`src/rtl/nn_pkg.sv`:
```
// Shared types and constants for the digit-recognition pipeline.
//   nn_stage_e      : compute stage index (pool, dense1, dense2, select)
//   nn_seq_state_e  : layer sequencer FSM states
//   nn_stage_onehot : stage index to one-hot stage vector
package nn_pkg;

  localparam int unsigned NN_NUM_STAGES = 4;
  localparam int unsigned NN_DIGIT_W    = 4;
  localparam int unsigned NN_STAGE_W    = 2;

  typedef enum logic [NN_STAGE_W-1:0] {
    STG_POOL   = 2'd0,
    STG_DENSE1 = 2'd1,
    STG_DENSE2 = 2'd2,
    STG_SELECT = 2'd3
  } nn_stage_e;

  typedef enum logic [2:0] {
    ST_IDLE  = 3'd0,
    ST_CLEAR = 3'd1,
    ST_RUN   = 3'd2,
    ST_DONE  = 3'd3,
    ST_ERROR = 3'd4
  } nn_seq_state_e;

  // One-hot vector with the bit of the given stage set.
  function automatic logic [NN_NUM_STAGES-1:0] nn_stage_onehot(input logic [NN_STAGE_W-1:0] stage);
    return NN_NUM_STAGES'(1) << stage;
  endfunction

endpackage

```
`src/rtl/nn_stage_watchdog.sv`:
```
// Per-stage watchdog: counts RUN cycles of the active stage and flags expiry
// on the TIMEOUT_CYCLES-th cycle the stage has been running.
// Ports:
//   i_clk, i_reset  : clock, synchronous active-high reset
//   i_clear         : high in the first cycle of a stage (count restarts at 1)
//   i_count_en      : high in every RUN cycle
//   o_expired_c     : combinational; this cycle is the TIMEOUT_CYCLES-th RUN cycle
module nn_stage_watchdog #(
  parameter int unsigned TIMEOUT_CYCLES = 65535
) (
  input  logic i_clk,
  input  logic i_reset,
  input  logic i_clear,
  input  logic i_count_en,
  output logic o_expired_c
);

  localparam int unsigned CW = $clog2(TIMEOUT_CYCLES + 1);

  logic [CW-1:0] r_cnt;
  logic [CW-1:0] w_cur;

  // Running count including the current cycle; saturates so it cannot wrap.
  always_comb begin
    w_cur = r_cnt;
    if (i_clear) begin
      w_cur = CW'(1);
    end else if (r_cnt != '1) begin
      w_cur = r_cnt + CW'(1);
    end
  end

  always_ff @(posedge i_clk) begin
    if (i_reset) begin
      r_cnt <= '0;
    end else if (i_count_en) begin
      r_cnt <= w_cur;
    end
  end

  assign o_expired_c = i_count_en && (w_cur >= CW'(TIMEOUT_CYCLES));

endmodule

```
`src/rtl/nn_layer_sequencer.sv`:
```
// Central controller of the digit-recognition pipeline. Runs pool, dense1,
// dense2 and select strictly in order, latches the recognised digit and
// measures total run latency.
// Optional feature: define NN_SEQ_WATCHDOG_EN to add a per-stage timeout that
// moves the FSM to ERROR; otherwise error/err_stage are tied to 0.
// Ports:
//   clk, reset               : clock, synchronous active-high reset
//   start, abort             : inference request / cancel
//   stage_start/stage_enable : one-hot launch pulse / level enable per stage
//   stage_done               : per-stage done (level or pulse)
//   stage_clear              : one-cycle clear of layer state before a run
//   digit_in/digit_out       : select-stage digit / latched result
//   digit_valid, nn_done     : result valid level / completion pulse
//   busy, error, err_stage   : activity, timeout flag, timed-out stage
//   cycle_count              : cycles taken by the last run (saturating)
module nn_layer_sequencer
  import nn_pkg::*;
#(
  parameter int unsigned TIMEOUT_CYCLES = 65535,
  parameter int unsigned CNT_W          = 20
) (
  input  logic                     clk,
  input  logic                     reset,
  input  logic                     start,
  input  logic                     abort,
  output logic [NN_NUM_STAGES-1:0] stage_start,
  output logic [NN_NUM_STAGES-1:0] stage_enable,
  input  logic [NN_NUM_STAGES-1:0] stage_done,
  output logic                     stage_clear,
  input  logic [NN_DIGIT_W-1:0]    digit_in,
  output logic [NN_DIGIT_W-1:0]    digit_out,
  output logic                     digit_valid,
  output logic                     nn_done,
  output logic                     busy,
  output logic                     error,
  output logic [NN_STAGE_W-1:0]    err_stage,
  output logic [CNT_W-1:0]         cycle_count
);

  nn_seq_state_e             r_state;
  nn_seq_state_e             w_state_nxt;
  logic [NN_STAGE_W-1:0]     r_stage;
  logic [NN_STAGE_W-1:0]     w_stage_nxt;

  logic [NN_NUM_STAGES-1:0]  r_stage_start;
  logic [NN_NUM_STAGES-1:0]  r_stage_enable;
  logic                      r_stage_clear;
  logic [NN_DIGIT_W-1:0]     r_digit_out;
  logic                      r_digit_valid;
  logic                      r_nn_done;
  logic                      r_busy;
  logic [CNT_W-1:0]          r_cycle_count;

  logic                      w_accept;
  logic                      w_launch;
  logic                      w_final;
  logic                      w_first;
  logic                      w_run;
  logic                      w_expired;
  logic [NN_NUM_STAGES-1:0]  w_stage_start_nxt;
  logic [NN_NUM_STAGES-1:0]  w_stage_enable_nxt;
  logic                      w_stage_clear_nxt;
  logic                      w_nn_done_nxt;
  logic                      w_busy_nxt;

  // The launch pulse register marks the first cycle of a stage; done is ignored then.
  assign w_first = |r_stage_start;
  assign w_run   = (r_state == ST_RUN);

`ifdef NN_SEQ_WATCHDOG_EN
  logic                  r_error;
  logic [NN_STAGE_W-1:0] r_err_stage;

  nn_stage_watchdog #(
    .TIMEOUT_CYCLES (TIMEOUT_CYCLES)
  ) u_watchdog (
    .i_clk       (clk),
    .i_reset     (reset),
    .i_clear     (w_first),
    .i_count_en  (w_run),
    .o_expired_c (w_expired)
  );

  // Error flag and offending stage; both cleared by the next accepted start.
  always_ff @(posedge clk) begin
    if (reset) begin
      r_error     <= 1'b0;
      r_err_stage <= '0;
    end else begin
      r_error <= (w_state_nxt == ST_ERROR);
      if (w_accept) begin
        r_err_stage <= '0;
      end else if (w_run && (w_state_nxt == ST_ERROR)) begin
        r_err_stage <= r_stage;
      end
    end
  end

  assign error     = r_error;
  assign err_stage = r_err_stage;
`else
  localparam int unsigned unused_timeout = TIMEOUT_CYCLES;

  assign w_expired = 1'b0;
  assign error     = 1'b0;
  assign err_stage = '0;
`endif

  // State register.
  always_ff @(posedge clk) begin
    if (reset) begin
      r_state <= ST_IDLE;
      r_stage <= '0;
    end else begin
      r_state <= w_state_nxt;
      r_stage <= w_stage_nxt;
    end
  end

  // Next-state logic; abort beats done, done beats timeout.
  always_comb begin
    w_state_nxt = r_state;
    w_stage_nxt = r_stage;
    w_accept    = 1'b0;
    w_launch    = 1'b0;
    w_final     = 1'b0;
    unique case (r_state)
      ST_IDLE, ST_ERROR: begin
        if (start) begin
          w_state_nxt = ST_CLEAR;
          w_stage_nxt = '0;
          w_accept    = 1'b1;
        end
      end
      ST_CLEAR: begin
        if (abort) begin
          w_state_nxt = ST_IDLE;
        end else begin
          w_state_nxt = ST_RUN;
          w_stage_nxt = '0;
          w_launch    = 1'b1;
        end
      end
      ST_RUN: begin
        if (abort) begin
          w_state_nxt = ST_IDLE;
        end else if (!w_first && stage_done[r_stage]) begin
          if (r_stage != STG_SELECT) begin
            w_stage_nxt = r_stage + NN_STAGE_W'(1);
            w_launch    = 1'b1;
          end else begin
            w_state_nxt = ST_DONE;
            w_final     = 1'b1;
          end
        end else if (w_expired) begin
          w_state_nxt = ST_ERROR;
        end
      end
      ST_DONE: begin
        w_state_nxt = ST_IDLE;
      end
      default: begin
        w_state_nxt = ST_IDLE;
      end
    endcase
  end

  // Output decode for the upcoming cycle, registered below.
  always_comb begin
    w_stage_start_nxt  = '0;
    w_stage_enable_nxt = '0;
    w_stage_clear_nxt  = (w_state_nxt == ST_CLEAR);
    w_nn_done_nxt      = w_final;
    w_busy_nxt         = (w_state_nxt == ST_CLEAR) || (w_state_nxt == ST_RUN);
    if (w_launch) begin
      w_stage_start_nxt = nn_stage_onehot(w_stage_nxt);
    end
    if (w_state_nxt == ST_RUN) begin
      w_stage_enable_nxt = nn_stage_onehot(w_stage_nxt);
    end
  end

  // Output registers, result latch and latency counter.
  always_ff @(posedge clk) begin
    if (reset) begin
      r_stage_start  <= '0;
      r_stage_enable <= '0;
      r_stage_clear  <= 1'b0;
      r_nn_done      <= 1'b0;
      r_busy         <= 1'b0;
      r_digit_out    <= '0;
      r_digit_valid  <= 1'b0;
      r_cycle_count  <= '0;
    end else begin
      r_stage_start  <= w_stage_start_nxt;
      r_stage_enable <= w_stage_enable_nxt;
      r_stage_clear  <= w_stage_clear_nxt;
      r_nn_done      <= w_nn_done_nxt;
      r_busy         <= w_busy_nxt;
      if (w_final) begin
        r_digit_out <= digit_in;
      end
      if (w_accept) begin
        r_digit_valid <= 1'b0;
      end else if (w_final) begin
        r_digit_valid <= 1'b1;
      end
      // Counts CLEAR and every RUN cycle, including the one sampling the final done.
      if (w_accept) begin
        r_cycle_count <= '0;
      end else if (((r_state == ST_CLEAR) || w_run) && (r_cycle_count != '1)) begin
        r_cycle_count <= r_cycle_count + CNT_W'(1);
      end
    end
  end

  assign stage_start  = r_stage_start;
  assign stage_enable = r_stage_enable;
  assign stage_clear  = r_stage_clear;
  assign nn_done      = r_nn_done;
  assign busy         = r_busy;
  assign digit_out    = r_digit_out;
  assign digit_valid  = r_digit_valid;
  assign cycle_count  = r_cycle_count;

endmodule
```
`config.mk`:
```
export PLATFORM = sky130hd
export DESIGN_NAME = nn_layer_sequencer
export DESIGN_NICKNAME = d
export VERILOG_FILES = /design/src/rtl/nn_pkg.sv /design/src/rtl/nn_stage_watchdog.sv /design/src/rtl/nn_layer_sequencer.sv
export SDC_FILE = /design/constraint.sdc
export NUM_CORES = 1
export LEC_CHECK = 0
export BUFFER_PORTS_ARGS = -buffer_cell sky130_fd_sc_hd__buf_4
export CORE_MARGIN = 2
export CORE_UTILIZATION = 35
export DETAILED_ROUTE_END_ITERATION = 16
export PLACE_DENSITY = 0.54
export REMOVE_ABC_BUFFERS = 1
export SLEW_MARGIN = 20
export SYNTH_ARGS = -nofsm -noshare
export SYNTH_HDL_FRONTEND = slang
export SYNTH_SLANG_ARGS = --single-unit
```
`constraint.sdc`:
```
create_clock -name clk -period 5.3 [get_ports clk]
set_clock_uncertainty 0.15 [all_clocks]
set_input_delay 0.53 -clock clk [delete_from_list [all_inputs] [get_ports clk]]
set_output_delay 0.53 -clock clk [all_outputs]
set_load 0.01 [all_outputs]
```
==> flow_summary.toml, run 1 <==
[grt]
grt_pass1_vias = 1642
overflow = 0
grt_usage_pct = 15.4
grt_pass1_wl_um = 7700
antenna_found_initial = 0
grt_max_degree = 25

[yosys]
ys_ff_latch = 41
synthCells = 221
synthAdderAreaFrac_pct = 0.633
synth_compound_area_share_pct = 12.3
synth_top_family_by_area = "simple AND/OR/NAND/NOR gates"
synth-simple-area-share_pct = 30.5
synthArstFlopShare_pct = 0
synth_edf_count = 0
synth_flop_cell = "dfxtp_1"
synth_area_mm2 = 0.00198
ys_seq_area_share_pct = 41.5
synth-xor-area-share_pct = 0.822
ys_types = 47
syn_area_per_cell_um2 = 8.95
yosysWarnings = 0
muxShareOfSynthArea_pct = 9.23

[sta]
fin_crit_sh_pct = 43.1
min_period_ns = 2.28
setup_ws_ns = 3.02
worstMarginPinSlew_ns = 0.730
max_clock_freq_mhz = 438
tns_ns = 0
hold_viol = 0
rsz0062_at_grt = "false"
relSlewSlack_pct = 51.3
drv_slew = 0
setup_violations = 0

[worst_setup_path]
cpPeakStageDelay_ns = 0.71
path_cells = "xnor2_2 -> or4_1 -> or4_1 -> and3_1"
startpoint_type = "flip-flop"
crit_fanout = 10
slowest_stage = "or4_1"
path_class = "reg2reg"
cp-end-kind = "flip-flop"
critPathArrivalTime_ns = 2.33
crit_required_ns = 5.34
r2r_slack_ns = 3.02
cpMostUsedCell = "or4_1"

[placed_design]
place_area_mm2 = 0.00236
dp.final_hpwl_um = 3390
gp_congestion = 0.850
pre_cts_ws_ns = 2.86
portBuffers = 47

[worst_hold_path]
holdCritPathClass = "reg2reg"

[clocking]
cts_sinks = 41
clk_path_buf_depth = 2
root_buffer = "clkbuf_8"
h-tree-depth = 2
path_clk_slew_ns = 0.08
clock_latency_ns = 0.29
cts_tree = "yes"
post-cts-setup-buffers = 0
cts_buffers = 5
postCtsHoldBufs = 0
cts_resized = 0

[floorplanning]
io_pins = 51
dieHeight_um = 79.2
initial_core_util_pct = 36.1
num_rows = 27
dieArea_mm2 = 0.00627
core_mm2 = 0.00547
die_w_um = 79.2

[route]
drtAntennaViolNets = 0
route.vias.total = 1805
drc_errors = 0
dr.pass1.iters = 4
wl_per_cell_um = 13.7
vias_per_cell = 5.34
drtIter0Drc = 41
drt-total-wl_um = 4610

[power]
ir_drop_mv = 0.139
p_leak_uw = 0.000924
powerDensity_mw_per_mm2 = 228
power_uw = 557

[finish]
final_nets = 278
design_area_mm2 = 0.00245
utilization_pct = 44.8
area.growth.synth_to_final_pct = 23.8
diodes = 0
drive_gt1_share_pct = 23.3

[flow_run]
max_cap_viol_count = 0

[run_status]
status = "finished clean"
==> kinds of logic after synthesis <==
| group | count (synthesis) |
|---|---|
| flip-flops | 41 |
| AO/OA/AOI/OAI | 34 |
| XOR/XNOR | 1 |
| adder cells (fa/ha/maj) | 1 |
| other | 1 |
| buffers and inverters | 18 |
| multiplexers | 17 |
| AND/OR/NAND/NOR | 108 |
==> path summary, 6_finish.rpt <==
| check | to | from | depth (start not counted) |
|---|---|---|---|
| min | digit_valid | digit_valid | 2 |
| max | cycle_count[18] | r_state[0] | 4 |
| max reg2reg | cycle_count[18] | r_state[0] | 4 |
| min reg2reg | digit_valid | digit_valid | 2 |
==> cells in the mapped netlist (3+ instances only) <==
cell type | n | area share, %
nor4_1 | 13 | 4.1
buf_4 | 3 | 1.1
nand2_1 | 25 | 4.7
and3_1 | 3 | 0.95
or2_2 | 3 | 0.95
nand4_1 | 4 | 1.3
clkbuf_1 | 8 | 1.5
inv_1 | 4 | 0.76
a211oi_1 | 8 | 3.0
nand3_1 | 8 | 2.0
dfxtp_1 | 41 | 41
nor4b_1 | 3 | 1.3
nor2_1 | 13 | 2.5
nor3_1 | 4 | 1.0
or4_1 | 4 | 1.5
or3_1 | 13 | 4.1
nor3b_1 | 3 | 1.1
mux2i_1 | 16 | 8.1
a21oi_1 | 8 | 2.0
==> registers in the layout (all words and copies together) (netlist names) <==
name,cells
busy,1
cycle_count,20
digit_out,4
digit_valid,1
nn_done,1
r_stage,2
r_state,3
stage_clear,1
stage_enable,4
stage_start,4
==> metrics by stage <==
step / hold WS, ns / instances
after CTS: 0.306 / 338
after detailed placement: 0.296 / 330
after floorplan: 0.320 / 209
final: 0.300 / 338
after global routing: 0.299 / 338
after global placement: 0.287 / 330
==> metal layers <==
| layer | routed length (um) | global-route usage, % |
|---|---|---|
| met3 | 277 | 4.09 |
| met5 | 0 | 0 |
| met2 | 2080 | 23.4 |
| met4 | 88 | 5.86 |
| met1 | 2170 | 20.8 |
==> area by class of cell <==
| cell class | count | area (um^2) |
|---|---|---|
| Clock buffer | 7 | 76.3 |
| Clock inverter | 1 | 7.51 |
| Fill cell | 583 | 3020 |
| Inverter | 4 | 15.0 |
| Multi-Input combinational cell | 164 | 1070 |
| Sequential cell | 41 | 821 |
| Tap cell | 72 | 90.1 |
| Timing Repair Buffer | 49 | 368 |
==> worst max-delay path, delay by kind of cell, from the launching register on <==
family	cells	cell delay [ns]
flops	1	0.51
xor+xnor	1	0.17
simple gates	3	1.35
==> power by group <==
| part | total [uW] | switching, uW | internal, uW |
|---|---|---|---|
| registers | 314 | 3.47 | 311 |
| logic | 43.3 | 23.8 | 19.5 |
| clock network | 200 | 107 | 93.2 |
| total | 557 | 134 | 424 |
==> layout by cell type (no fill, tap or decap), types with 2 or more instances in the layout <==
| master | Yosys | routed |
|---|---|---|
| clkbuf_1 | 8 | 2 |
| or3_1 | 13 | 13 |
| or2_2 | 3 | 3 |
| buf_4 | 3 | 49 |
| a211oi_1 | 8 | 8 |
| clkbuf_8 | 0 | 5 |
| nor4_1 | 13 | 13 |
| a21oi_1 | 8 | 8 |
| a21o_1 | 2 | 2 |
| nand2_1 | 25 | 25 |
| o41ai_1 | 2 | 2 |
| mux2i_1 | 16 | 16 |
| nor4b_1 | 3 | 3 |
| and3_1 | 3 | 3 |
| nor2_1 | 13 | 12 |
| and2_1 | 2 | 2 |
| o21ai_0 | 2 | 2 |
| nand2b_1 | 2 | 2 |
| nor3_1 | 4 | 4 |
| nand4_1 | 4 | 4 |
| and4_1 | 2 | 2 |
| inv_1 | 4 | 4 |
| conb_1 | 1 | 3 |
| nand3_1 | 8 | 8 |
| nor3b_1 | 3 | 3 |
| or4_1 | 4 | 4 |
| nor2b_1 | 2 | 2 |
| o311ai_1 | 2 | 2 |
| dfxtp_1 | 41 | 41 |
No activity file was read; power rests on OpenSTA's default activity.
==> inputs of run 2 (changes only) <==
ABC_AREA = 1   (was default)
PLACE_DENSITY = 0.53   (was 0.54)
clock period = 2.31 ns   (was 5.3 ns; I/O delays follow)
==> run 2 against run 1 <==
Sequential share of layout area shrank 1.8 points. Register-to-register slack lost 2.6 ns. Utilization grew 1.3 points. Clock-buffer cell count shrank 2. Cell count grew 27%. Design area grew 5.5%. Sequential cell count is the same. Power grew 150%. Hold slack lost 0.29 ns. Via count grew 4.3%. Critical path depth grew 6. Die area grew 4.2%. Largest cell class unchanged. Highest routed layer unchanged.
==> flow_summary.toml, run 2 <==
[run_status]
status = "finished clean"

[finish]
final_nets = 371
multi_input_area_mm2 = 0.00105
mostFrequentLayoutCell = "nand2_1"
drive_gt1_share_pct = 20.1
nFillCells = 615
fin_cells = 430
largest_reg_flops = 20
area.growth.synth_to_final_pct = 25.1
diodes = 0
layout_common_cells = "nand2_1 (94), nor2_1 (57), buf_4 (49), dfxtp_1 (41), inv_1 (34)"
design_area_mm2 = 0.00258
seq_area_um2 = 821

[worst_setup_path]
crit_required_ns = 2.34
path_buf_inv = 3
cpPeakStageDelay_ns = 0.53
cp.depth = 10
startpoint_type = "input pin"
critPathArrivalTime_ns = 2.03
path_cells = "dlygate4sd3_1 -> buf_4 -> inv_1 -> nand2_1 -> nor2_1 -> nand3_1 -> nor2_1 -> nand3_2 -> nand2_1 -> o21ai_0"
path_class = "in2reg"
critical-path-top-delay-family = "simple AND/OR/NAND/NOR gates"
crit_fanout = 12
slowest_stage = "dlygate4sd3_1"
rr_worst_depth = 9
cp-end-kind = "flip-flop"

[floorplanning]
dieArea_mm2 = 0.00653
dieHeight_um = 80.8
io_pins = 51
initial_core_util_pct = 36.8
num_rows = 27
die_w_um = 80.8
core_mm2 = 0.00561

[sta]
tns_ns = 0
rsz0062_at_grt = "false"
worstMarginPinSlew_ns = 0.685
hold_viol = 0
fin_crit_sh_pct = 86.7
finalHoldWorstSlack_ns = 0.0104
drv_slew = 0
max_clock_freq_mhz = 499
min_period_ns = 2.00
relSlewSlack_pct = 54.3
setup_violations = 0

[grt]
overflow = 0
grt_pass1_wl_um = 7930
antenna_found_initial = 0
busiest_layer = "met2"
grt_max_degree = 18
grt_pass1_vias = 1766
met3_usage_pct = 3.44
met1_usage_pct = 18.0
met2_usage_pct = 27.9
grt_usage_pct = 15.5

[clocking]
cts_buffers = 5
h-tree-depth = 2
path_clk_slew_ns = 0.08
clk_path_buf_depth = 2
root_buffer = "clkbuf_8"
clock_latency_ns = 0.29
cts_tree = "yes"
cts_sinks = 41

[flow_run]
max_cap_viol_count = 0

[power]
p_leak_uw = 0.00107
p_switching_uw = 316
powerDensity_mw_per_mm2 = 535
p_clk_share_pct = 40.4
p_seq_share_pct = 51.9
internal_power_uw = 1070
p_comb_share_pct = 7.7
power_uw = 1380
switching_share_pct = 22.8
ir_drop_mv = 0.232

[yosys]
synth_edf_count = 0
yosys-top-cells-area = "dfxtp_1 (40%), nand2_1 (17%), nor2_1 (10%)"
synth_top_area_share_pct = 39.7
yosysMostFrequentCell = "nand2_1"
synth_top_area_cell = "dfxtp_1"
yosysWarnings = 0
synthCells = 307
synthTopCellsByCount = "nand2_1 (94), nor2_1 (57), dfxtp_1 (41)"
ys_seq_area_share_pct = 39.7
ys_ff_latch = 41
ys_types = 28
synth_area_mm2 = 0.00207
synthArstFlopShare_pct = 0
synth_flop_cell = "dfxtp_1"
syn_area_per_cell_um2 = 6.73

[route]
drtIter0Drc = 63
drc_errors = 0
drtAntennaViolNets = 0
drt-total-wl_um = 4660
vias_per_cell = 4.38
route.vias.total = 1882
wl_per_cell_um = 10.8
dr.pass1.iters = 4

[placed_design]
portBuffers = 47
dp.final_hpwl_um = 3520
dp.cells = 421
place_area_mm2 = 0.00246
gp_congestion = 0.831

[worst_hold_path]
hold_depth = 3
holdCritPathClass = "in2reg"
==> run 2: final cells by class <==
type	count	share of cell area, %
Inverter	35	5.08
Sequential cell	41	31.8
Timing Repair Buffer	51	15.0
Multi-Input combinational cell	224	40.7
Clock inverter	2	1.36
Tap cell	72	3.48
Clock buffer	5	2.66
==> run 2: power by group through the flow <==
stage | clock network, uW | registers, uW | logic, uW
2_1_floorplan | 0 | 738 | 54.7
3_3_place_gp | 0 | 736 | 106
3_5_place_dp | 0 | 736 | 105
4_1_cts | 577 | 719 | 108
5_1_grt | 604 | 720 | 122
6_report | 559 | 719 | 106
==> run 2: cells by family (layout without fill, tap and decap cells) <==
kind of cell / Yosys count / in the layout / synth area share, %
and+or+nand+nor: 184 / 184 / 36.9
buffers and inverters: 44 / 93 / 9.75
DFF: 41 / 41 / 39.7
AOI/OAI and AO/OA: 25 / 25 / 8.18
xor gates and xnor gates: 11 / 11 / 4.66
adders and majority gates: 1 / 1 / 0.606
other: 1 / 3 / 0.182
==> run 2: final timing paths <==
kind / endpoint / start / slack (ns)
max: busy / abort / 0.31
min: digit_out[1] / digit_in[1] / 0.01
min reg2reg: digit_valid / digit_valid / 0.30
max reg2reg: cycle_count[5] / cycle_count[1] / 0.46
==> run 2: worst reg2reg max path: stages, from the launching register on <==
cell and delay [ns]:
dfxtp_1 0.39, ha_1 0.19, nand2_1 0.07, inv_1 0.09, nand2_2 0.09, nor2_4 0.11, inv_2 0.06, o21ai_4 0.36
nand2_1 0.13, a21oi_2 0.15
==> run 2: layer usage <==
| layer | wire, um | vias to the layer above |
|---|---|---|
| met2 | 2340 | 38 |
| met3 | 183 | 6 |
| met1 | 2070 | 802 |
| met4 | 65 | 0 |
| met5 | 0 | - |
| li1 | - | 1036 |
==> run 2: what timing repair did <==
action,CTS,global route
setup buffers,0,0
gates resized for setup,0,0
hold endpoints to repair,2,0
hold buffers,2,0
endpoints found under the setup margin,0,0
==> run 2: per-stage QoR <==
step | util (%) | setup WS (ns)
6_report | 46.1 | 0.308
3_5_place_dp | 43.9 | 0.462
2_1_floorplan | - | 0.600
4_1_cts | 46.1 | 0.307
5_1_grt | 46.1 | 0.0695
3_3_place_gp | 43.9 | 0.457
